==> src/rtl/pipe_stage_reg_if.sv <==
// pipe_stage_reg_if: bundle between one pipeline stage and the stage register that follows it.
interface pipe_stage_reg_if #(
  parameter int DATA_W = 32,
  parameter int PAY_N  = 3,
  parameter int REG_W  = 5,
  parameter int TNEW_W = 3,
  parameter int EXC_W  = 5,
  parameter int WE_W   = 4
);
  logic                    stall_i, bubble_i, exc_flush_i, valid_i;
  logic [DATA_W-1:0]       pc_i;
  logic [PAY_N*DATA_W-1:0] payload_i;
  logic [WE_W-1:0]         we_i;
  logic                    memtoreg_i;
  logic [REG_W-1:0]        wreg_i;
  logic [TNEW_W-1:0]       tnew_i;
  logic                    delay_i, exc_i, loc_exc_i;
  logic [EXC_W-1:0]        exc_code_i, loc_code_i;
  logic                    valid_o;
  logic [DATA_W-1:0]       pc_o;
  logic [PAY_N*DATA_W-1:0] payload_o;
  logic [WE_W-1:0]         we_o;
  logic                    memtoreg_o;
  logic [REG_W-1:0]        wreg_o;
  logic [TNEW_W-1:0]       tnew_o;
  logic                    delay_o, exc_o;
  logic [EXC_W-1:0]        exc_code_o;
  modport master (
    output stall_i, bubble_i, exc_flush_i, valid_i, pc_i, payload_i, we_i, memtoreg_i,
           wreg_i, tnew_i, delay_i, exc_i, exc_code_i, loc_exc_i, loc_code_i,
    input  valid_o, pc_o, payload_o, we_o, memtoreg_o, wreg_o, tnew_o, delay_o, exc_o, exc_code_o
  );
  modport slave (
    input  stall_i, bubble_i, exc_flush_i, valid_i, pc_i, payload_i, we_i, memtoreg_i,
           wreg_i, tnew_i, delay_i, exc_i, exc_code_i, loc_exc_i, loc_code_i,
    output valid_o, pc_o, payload_o, we_o, memtoreg_o, wreg_o, tnew_o, delay_o, exc_o, exc_code_o
  );
endinterface

==> src/rtl/pipe_stage_reg.sv <==
// pipe_stage_reg: inter-stage pipeline register with stall, bubble, exception merge and flush.
module pipe_stage_reg #(
  parameter int                DATA_W     = 32,
  parameter int                PAY_N      = 3,
  parameter int                REG_W      = 5,
  parameter int                TNEW_W     = 3,
  parameter int                EXC_W      = 5,
  parameter int                WE_W       = 4,
  parameter int                DEC_TNEW   = 1,
  parameter logic [DATA_W-1:0] RESET_PC   = DATA_W'(32'h0000_3000),
  parameter logic [DATA_W-1:0] HANDLER_PC = DATA_W'(32'h0000_4180)
) (
  input logic             clk,
  input logic             reset,
  pipe_stage_reg_if.slave bus
);
  logic                    valid_q, valid_d, memtoreg_q, memtoreg_d;
  logic                    delay_q, delay_d, exc_q, exc_d;
  logic [DATA_W-1:0]       pc_q, pc_d;
  logic [PAY_N*DATA_W-1:0] payload_q, payload_d;
  logic [WE_W-1:0]         we_q, we_d;
  logic [REG_W-1:0]        wreg_q, wreg_d;
  logic [TNEW_W-1:0]       tnew_q, tnew_d, tnew_l;
  logic [EXC_W-1:0]        exc_code_q, exc_code_d;
  logic                    kill, exc_m, sup;
  // kill covers both an explicit bubble and an invalid instruction arriving on load
  always_comb begin
    kill       = bus.bubble_i || !bus.valid_i;
    exc_m      = bus.exc_i || bus.loc_exc_i;
    sup        = kill || exc_m;
    tnew_l     = (DEC_TNEW != 0 && bus.tnew_i != '0) ? bus.tnew_i - TNEW_W'(1) : bus.tnew_i;
    pc_d       = bus.exc_flush_i ? HANDLER_PC : bus.stall_i ? pc_q : bus.pc_i;
    delay_d    = bus.exc_flush_i ? 1'b0 : bus.stall_i ? delay_q : bus.delay_i;
    valid_d    = bus.exc_flush_i ? 1'b0 : bus.stall_i ? valid_q : !kill;
    payload_d  = bus.exc_flush_i ? '0 : bus.stall_i ? payload_q : kill ? '0 : bus.payload_i;
    memtoreg_d = bus.exc_flush_i ? 1'b0 : bus.stall_i ? memtoreg_q : !kill && bus.memtoreg_i;
    we_d       = bus.exc_flush_i ? '0 : bus.stall_i ? we_q : sup ? '0 : bus.we_i;
    wreg_d     = bus.exc_flush_i ? '0 : bus.stall_i ? wreg_q : sup ? '0 : bus.wreg_i;
    tnew_d     = bus.exc_flush_i ? '0 : bus.stall_i ? tnew_q : sup ? '0 : tnew_l;
    exc_d      = bus.exc_flush_i ? 1'b0 : bus.stall_i ? exc_q : !kill && exc_m;
    exc_code_d = bus.exc_flush_i ? '0 : bus.stall_i ? exc_code_q : kill ? '0 :
                 bus.exc_i ? bus.exc_code_i : bus.loc_exc_i ? bus.loc_code_i : '0;
  end
  always_ff @(posedge clk) begin
    if (reset) begin
      pc_q       <= RESET_PC;
      valid_q    <= 1'b0;
      payload_q  <= '0;
      we_q       <= '0;
      memtoreg_q <= 1'b0;
      wreg_q     <= '0;
      tnew_q     <= '0;
      delay_q    <= 1'b0;
      exc_q      <= 1'b0;
      exc_code_q <= '0;
    end else begin
      pc_q       <= pc_d;
      valid_q    <= valid_d;
      payload_q  <= payload_d;
      we_q       <= we_d;
      memtoreg_q <= memtoreg_d;
      wreg_q     <= wreg_d;
      tnew_q     <= tnew_d;
      delay_q    <= delay_d;
      exc_q      <= exc_d;
      exc_code_q <= exc_code_d;
    end
  end
  assign bus.pc_o       = pc_q;
  assign bus.valid_o    = valid_q;
  assign bus.payload_o  = payload_q;
  assign bus.we_o       = we_q;
  assign bus.memtoreg_o = memtoreg_q;
  assign bus.wreg_o     = wreg_q;
  assign bus.tnew_o     = tnew_q;
  assign bus.delay_o    = delay_q;
  assign bus.exc_o      = exc_q;
  assign bus.exc_code_o = exc_code_q;
endmodule

==> src/flat_wrapper.sv <==
// flat-port wrapper written by rule: the top's interface ports become plain ports
module pipe_stage_reg_flat 
#(
  parameter int                DATA_W     = 32,
  parameter int                PAY_N      = 3,
  parameter int                REG_W      = 5,
  parameter int                TNEW_W     = 3,
  parameter int                EXC_W      = 5,
  parameter int                WE_W       = 4,
  parameter int                DEC_TNEW   = 1,
  parameter logic [DATA_W-1:0] RESET_PC   = DATA_W'(32'h0000_3000),
  parameter logic [DATA_W-1:0] HANDLER_PC = DATA_W'(32'h0000_4180)
)
  (clk, reset, bus_stall_i, bus_bubble_i, bus_exc_flush_i, bus_valid_i, bus_pc_i, bus_payload_i, bus_we_i, bus_memtoreg_i, bus_wreg_i, bus_tnew_i, bus_delay_i, bus_exc_i, bus_exc_code_i, bus_loc_exc_i, bus_loc_code_i, bus_valid_o, bus_pc_o, bus_payload_o, bus_we_o, bus_memtoreg_o, bus_wreg_o, bus_tnew_o, bus_delay_o, bus_exc_o, bus_exc_code_o);
  pipe_stage_reg_if #(.DATA_W(DATA_W), .PAY_N(PAY_N), .REG_W(REG_W), .TNEW_W(TNEW_W), .EXC_W(EXC_W), .WE_W(WE_W)) bus_i ();
  input logic clk;
  input logic reset;
  input wire logic [$bits(bus_i.stall_i)-1:0] bus_stall_i;
  input wire logic [$bits(bus_i.bubble_i)-1:0] bus_bubble_i;
  input wire logic [$bits(bus_i.exc_flush_i)-1:0] bus_exc_flush_i;
  input wire logic [$bits(bus_i.valid_i)-1:0] bus_valid_i;
  input wire logic [$bits(bus_i.pc_i)-1:0] bus_pc_i;
  input wire logic [$bits(bus_i.payload_i)-1:0] bus_payload_i;
  input wire logic [$bits(bus_i.we_i)-1:0] bus_we_i;
  input wire logic [$bits(bus_i.memtoreg_i)-1:0] bus_memtoreg_i;
  input wire logic [$bits(bus_i.wreg_i)-1:0] bus_wreg_i;
  input wire logic [$bits(bus_i.tnew_i)-1:0] bus_tnew_i;
  input wire logic [$bits(bus_i.delay_i)-1:0] bus_delay_i;
  input wire logic [$bits(bus_i.exc_i)-1:0] bus_exc_i;
  input wire logic [$bits(bus_i.exc_code_i)-1:0] bus_exc_code_i;
  input wire logic [$bits(bus_i.loc_exc_i)-1:0] bus_loc_exc_i;
  input wire logic [$bits(bus_i.loc_code_i)-1:0] bus_loc_code_i;
  output wire logic [$bits(bus_i.valid_o)-1:0] bus_valid_o;
  output wire logic [$bits(bus_i.pc_o)-1:0] bus_pc_o;
  output wire logic [$bits(bus_i.payload_o)-1:0] bus_payload_o;
  output wire logic [$bits(bus_i.we_o)-1:0] bus_we_o;
  output wire logic [$bits(bus_i.memtoreg_o)-1:0] bus_memtoreg_o;
  output wire logic [$bits(bus_i.wreg_o)-1:0] bus_wreg_o;
  output wire logic [$bits(bus_i.tnew_o)-1:0] bus_tnew_o;
  output wire logic [$bits(bus_i.delay_o)-1:0] bus_delay_o;
  output wire logic [$bits(bus_i.exc_o)-1:0] bus_exc_o;
  output wire logic [$bits(bus_i.exc_code_o)-1:0] bus_exc_code_o;
  assign bus_i.stall_i = bus_stall_i;
  assign bus_i.bubble_i = bus_bubble_i;
  assign bus_i.exc_flush_i = bus_exc_flush_i;
  assign bus_i.valid_i = bus_valid_i;
  assign bus_i.pc_i = bus_pc_i;
  assign bus_i.payload_i = bus_payload_i;
  assign bus_i.we_i = bus_we_i;
  assign bus_i.memtoreg_i = bus_memtoreg_i;
  assign bus_i.wreg_i = bus_wreg_i;
  assign bus_i.tnew_i = bus_tnew_i;
  assign bus_i.delay_i = bus_delay_i;
  assign bus_i.exc_i = bus_exc_i;
  assign bus_i.exc_code_i = bus_exc_code_i;
  assign bus_i.loc_exc_i = bus_loc_exc_i;
  assign bus_i.loc_code_i = bus_loc_code_i;
  assign bus_valid_o = bus_i.valid_o;
  assign bus_pc_o = bus_i.pc_o;
  assign bus_payload_o = bus_i.payload_o;
  assign bus_we_o = bus_i.we_o;
  assign bus_memtoreg_o = bus_i.memtoreg_o;
  assign bus_wreg_o = bus_i.wreg_o;
  assign bus_tnew_o = bus_i.tnew_o;
  assign bus_delay_o = bus_i.delay_o;
  assign bus_exc_o = bus_i.exc_o;
  assign bus_exc_code_o = bus_i.exc_code_o;
  pipe_stage_reg #(.DATA_W(DATA_W), .PAY_N(PAY_N), .REG_W(REG_W), .TNEW_W(TNEW_W), .EXC_W(EXC_W), .WE_W(WE_W), .DEC_TNEW(DEC_TNEW), .RESET_PC(RESET_PC), .HANDLER_PC(HANDLER_PC)) u_core (.clk(clk), .reset(reset), .bus(bus_i));
endmodule
==> config.mk <==
export PLATFORM = sky130hd
export DESIGN_NAME = pipe_stage_reg_flat
export DESIGN_NICKNAME = d
export VERILOG_FILES = /design/src/rtl/pipe_stage_reg_if.sv /design/src/rtl/pipe_stage_reg.sv /design/src/flat_wrapper.sv
export SDC_FILE = /design/constraint.sdc
export NUM_CORES = 1
export LEC_CHECK = 0
export ABC_AREA = 1
export BUFFER_PORTS_ARGS = -buffer_cell sky130_fd_sc_hd__buf_2
export CORE_AREA = 2 2 121 123
export CTS_CLUSTER_DIAMETER = 200
export DETAILED_ROUTE_END_ITERATION = 16
export DIE_AREA = 0 0 123 125
export HOLD_SLACK_MARGIN = 0.08
export PLACE_DENSITY = 0.82
export SYNTH_ARGS = -nofsm -noshare
export SYNTH_HDL_FRONTEND = slang
export SYNTH_SLANG_ARGS = --single-unit
==> constraint.sdc <==
create_clock -name clk -period 1.1 [get_ports clk]
set_input_delay 0.165 -clock clk [delete_from_list [all_inputs] [get_ports clk]]
set_output_delay 0.165 -clock clk [all_outputs]
set_load 0.01 [all_outputs]
==> results_dict.tcl <==
set metrics [dict create \
    insertion_delay_ns 0.41 \
    syn-cell-area_um2 5384 \
    hold_path_class "in2reg" \
    final-hold-violation-count 0 \
    critPathKind "reg2out" \
    synthTopCellsByCount "nand2_1 (307), dfxtp_1 (149), a21oi_1 (134)" \
    dieArea_um2 15380 \
    core_area_um2 14200 \
    path_cells "buf_2" \
    routedWlPerCell_um 15.58 \
    finalSetupViolCount 0 \
    viasPerCell 4.960 \
    cts_root_buf "clkbuf_16" \
    yosys_warnings 0 \
    io_buffer_count 308 \
    p_per_area_nw_per_um2 1396 \
    drc 0 \
    finalCriticalPeriod_ns 1.078 \
    syn_inst 690 \
    critPathTopFamily "flip-flops" \
    slew_headroom_pct 77.60 \
    drt_iter0_drc 446 \
    grt.total_usage_pct 26.01 \
    synthTopCellsByArea "dfxtp_1 (55%), nand2_1 (21%), a21oi_1 (12%)" \
    clk_pin_slew_ns 0.06 \
    cts.sinks 149 \
    grt_overflow 0 \
    worst_pin_slew_ns 0.3348 \
    cts_tree "yes" \
    gp_congestion 0.7780 \
    worstPathMaxFanout 2 \
    async_flop_share_pct 0 \
    slew_viol_final 0 \
    dp_hpwl_um 11250 \
    synth_edf_count 0 \
    cts_buffers 17 \
    synth_nets 852 \
    pre_cts_ws_ns -0.02268 \
    grt_pass1_wl_um 31580 \
    placed_area_um2 7173 \
    post_cts_buffers 0 \
    instances_no_fill 1334 \
    ys.flop_type "dfxtp_1" \
    cp.depth 1 \
    firstDrtPassIters 7 \
    yosysTopAreaCellShare_pct 55.40 \
    drv_cap 0 \
    critPathBufInv 1 \
    wl_um 20790 \
    vdd_drop_max_mv 1.089 \
    clockBufferDepth 2 \
    p_leak_nw 4.241 \
    synth_most_common_cell "nand2_1" \
    die_x_um 123 \
    rows 44 \
    postLayoutCellArea_um2 9324 \
    final_net_count 1299 \
    place_inst 1156 \
    fin_crit_sh_pct 97.97 \
    crit_path_top_delay_cell "dfxtp_1" \
    syn_area_per_cell_um2 7.803 \
    drive_above_1_share_pct 35.07 \
    worstRegToRegCells 2 \
    layout_setup_ws_ns 0.02238 \
    initial_core_util_pct 37.91 \
    critical_path_arrival_ns 0.91 \
    cp-start-kind "register" \
    ant_nets 0 \
    die_y_um 125 \
    critPathMaxStageDelay_ns 0.35 \
    fmax_ghz 0.9280 \
    area_delta_synth_final_pct 73.18 \
    skew_ns 0 \
    yosysSeqAreaShare_pct 55.40 \
    cp.required_ns 0.94 \
    pin_count 309 \
    ys_ff_latch 149 \
    status "complete, no violations" \
    cts-htree-levels 4 \
    via_count 6617 \
    grt_pass1_vias 6600 \
    power_w 0.01301 \
    yosysTopAreaCell "dfxtp_1" \
    yosysUniqueCellTypes 18 \
    grt_max_degree 62 \
    whs_path_depth 6 \
    endpoint_kind "output pin" \
    antenna_found_initial 2 \
]
## timing repair
action | in CTS | in global routing
hold endpoints to repair | 143 | 0
gates resized for setup | 0 | 29
hold buffers | 146 | 0
endpoints found under the setup margin | 0 | 26
## state kept, by name (all words and copies together), names as in the netlist
| signal | cells |
|---|---|
| u_core.bus.tnew_o | 3 |
| u_core.bus.memtoreg_o | 1 |
| u_core.bus.exc_o | 1 |
| u_core.bus.exc_code_o | 5 |
| u_core.bus.we_o | 4 |
| u_core.bus.pc_o | 32 |
| u_core.bus.payload_o | 96 |
| u_core.bus.wreg_o | 5 |
| u_core.bus.delay_o | 1 |
| u_core.bus.valid_o | 1 |
## final timing paths
kind / slack [ns] / to / from
setup / recovery: 0.02 / bus_pc_o[6] / u_core.bus.pc_o[6]$_SDFFE_PP0N_
hold reg to reg: 0.46 / u_core.bus.tnew_o[2]$_SDFFE_PP0N_ / u_core.bus.tnew_o[2]$_SDFFE_PP0N_
hold / removal: 0.13 / u_core.bus.tnew_o[2]$_SDFFE_PP0N_ / bus_tnew_i[2]
setup reg to reg: 0.38 / u_core.bus.pc_o[20]$_SDFFE_PP0N_ / u_core.bus.pc_o[20]$_SDFFE_PP0N_
## cells in the final DEF (no fill, tap or decap), drive strengths merged, types with 5 or more instances in the layout
cell and n:
nand2 317, a21oi 144, clkbuf 20, clkinv 5, nand3 5, inv 15, nor2 9, dfxtp 149
dlygate4sd3 146, buf 328
## final cells by class
cell class | count | area, um^2
timing repair buffer | 474 | 3316
antenna | 1 | 2.502
inverter | 14 | 52.55
clock inverter | 11 | 150.1
fill | 1047 | 4880
tap | 184 | 230.2
sequential | 149 | 3005
multi-input combinational | 481 | 2101
clock buffer | 20 | 466.7
## report_power, final
part           switching, W  internal (W)
clock               0.00225       0.00375
combinational      0.000687      0.000786
sequential        0.0000512       0.00549
## kinds of logic after synthesis
family,count (synthesis),share of synthesized area (%)
fa+ha+maj,2,0.4647
compound gates,147,14.36
simple gates,332,24.05
buf+inv,60,5.717
flops,149,55.40
## per-layer routing
| layer | vias to the layer above | share of wire, % | global-route usage (%) |
|---|---|---|---|
| met5 | - | 0.063 | 0 |
| met1 | 3030 | 37 | 27.62 |
| met4 | 2 | 4.9 | 15.71 |
| met3 | 82 | 10 | 8.622 |
| met2 | 420 | 48 | 44.17 |
| li1 | 3083 | - | - |
## per-stage QoR
stage               hold WS [ns]  TNS [ns]  util, %
floorplan                 0.2782         0        -
global route              0.1530  -0.01164    65.64
finish                    0.1283         0    65.64
global placement          0.3740         0    50.50
detailed placement        0.3794  -0.06468    50.50
CTS                      0.08399         0    65.13
Power figures use the tool's default switching activity.
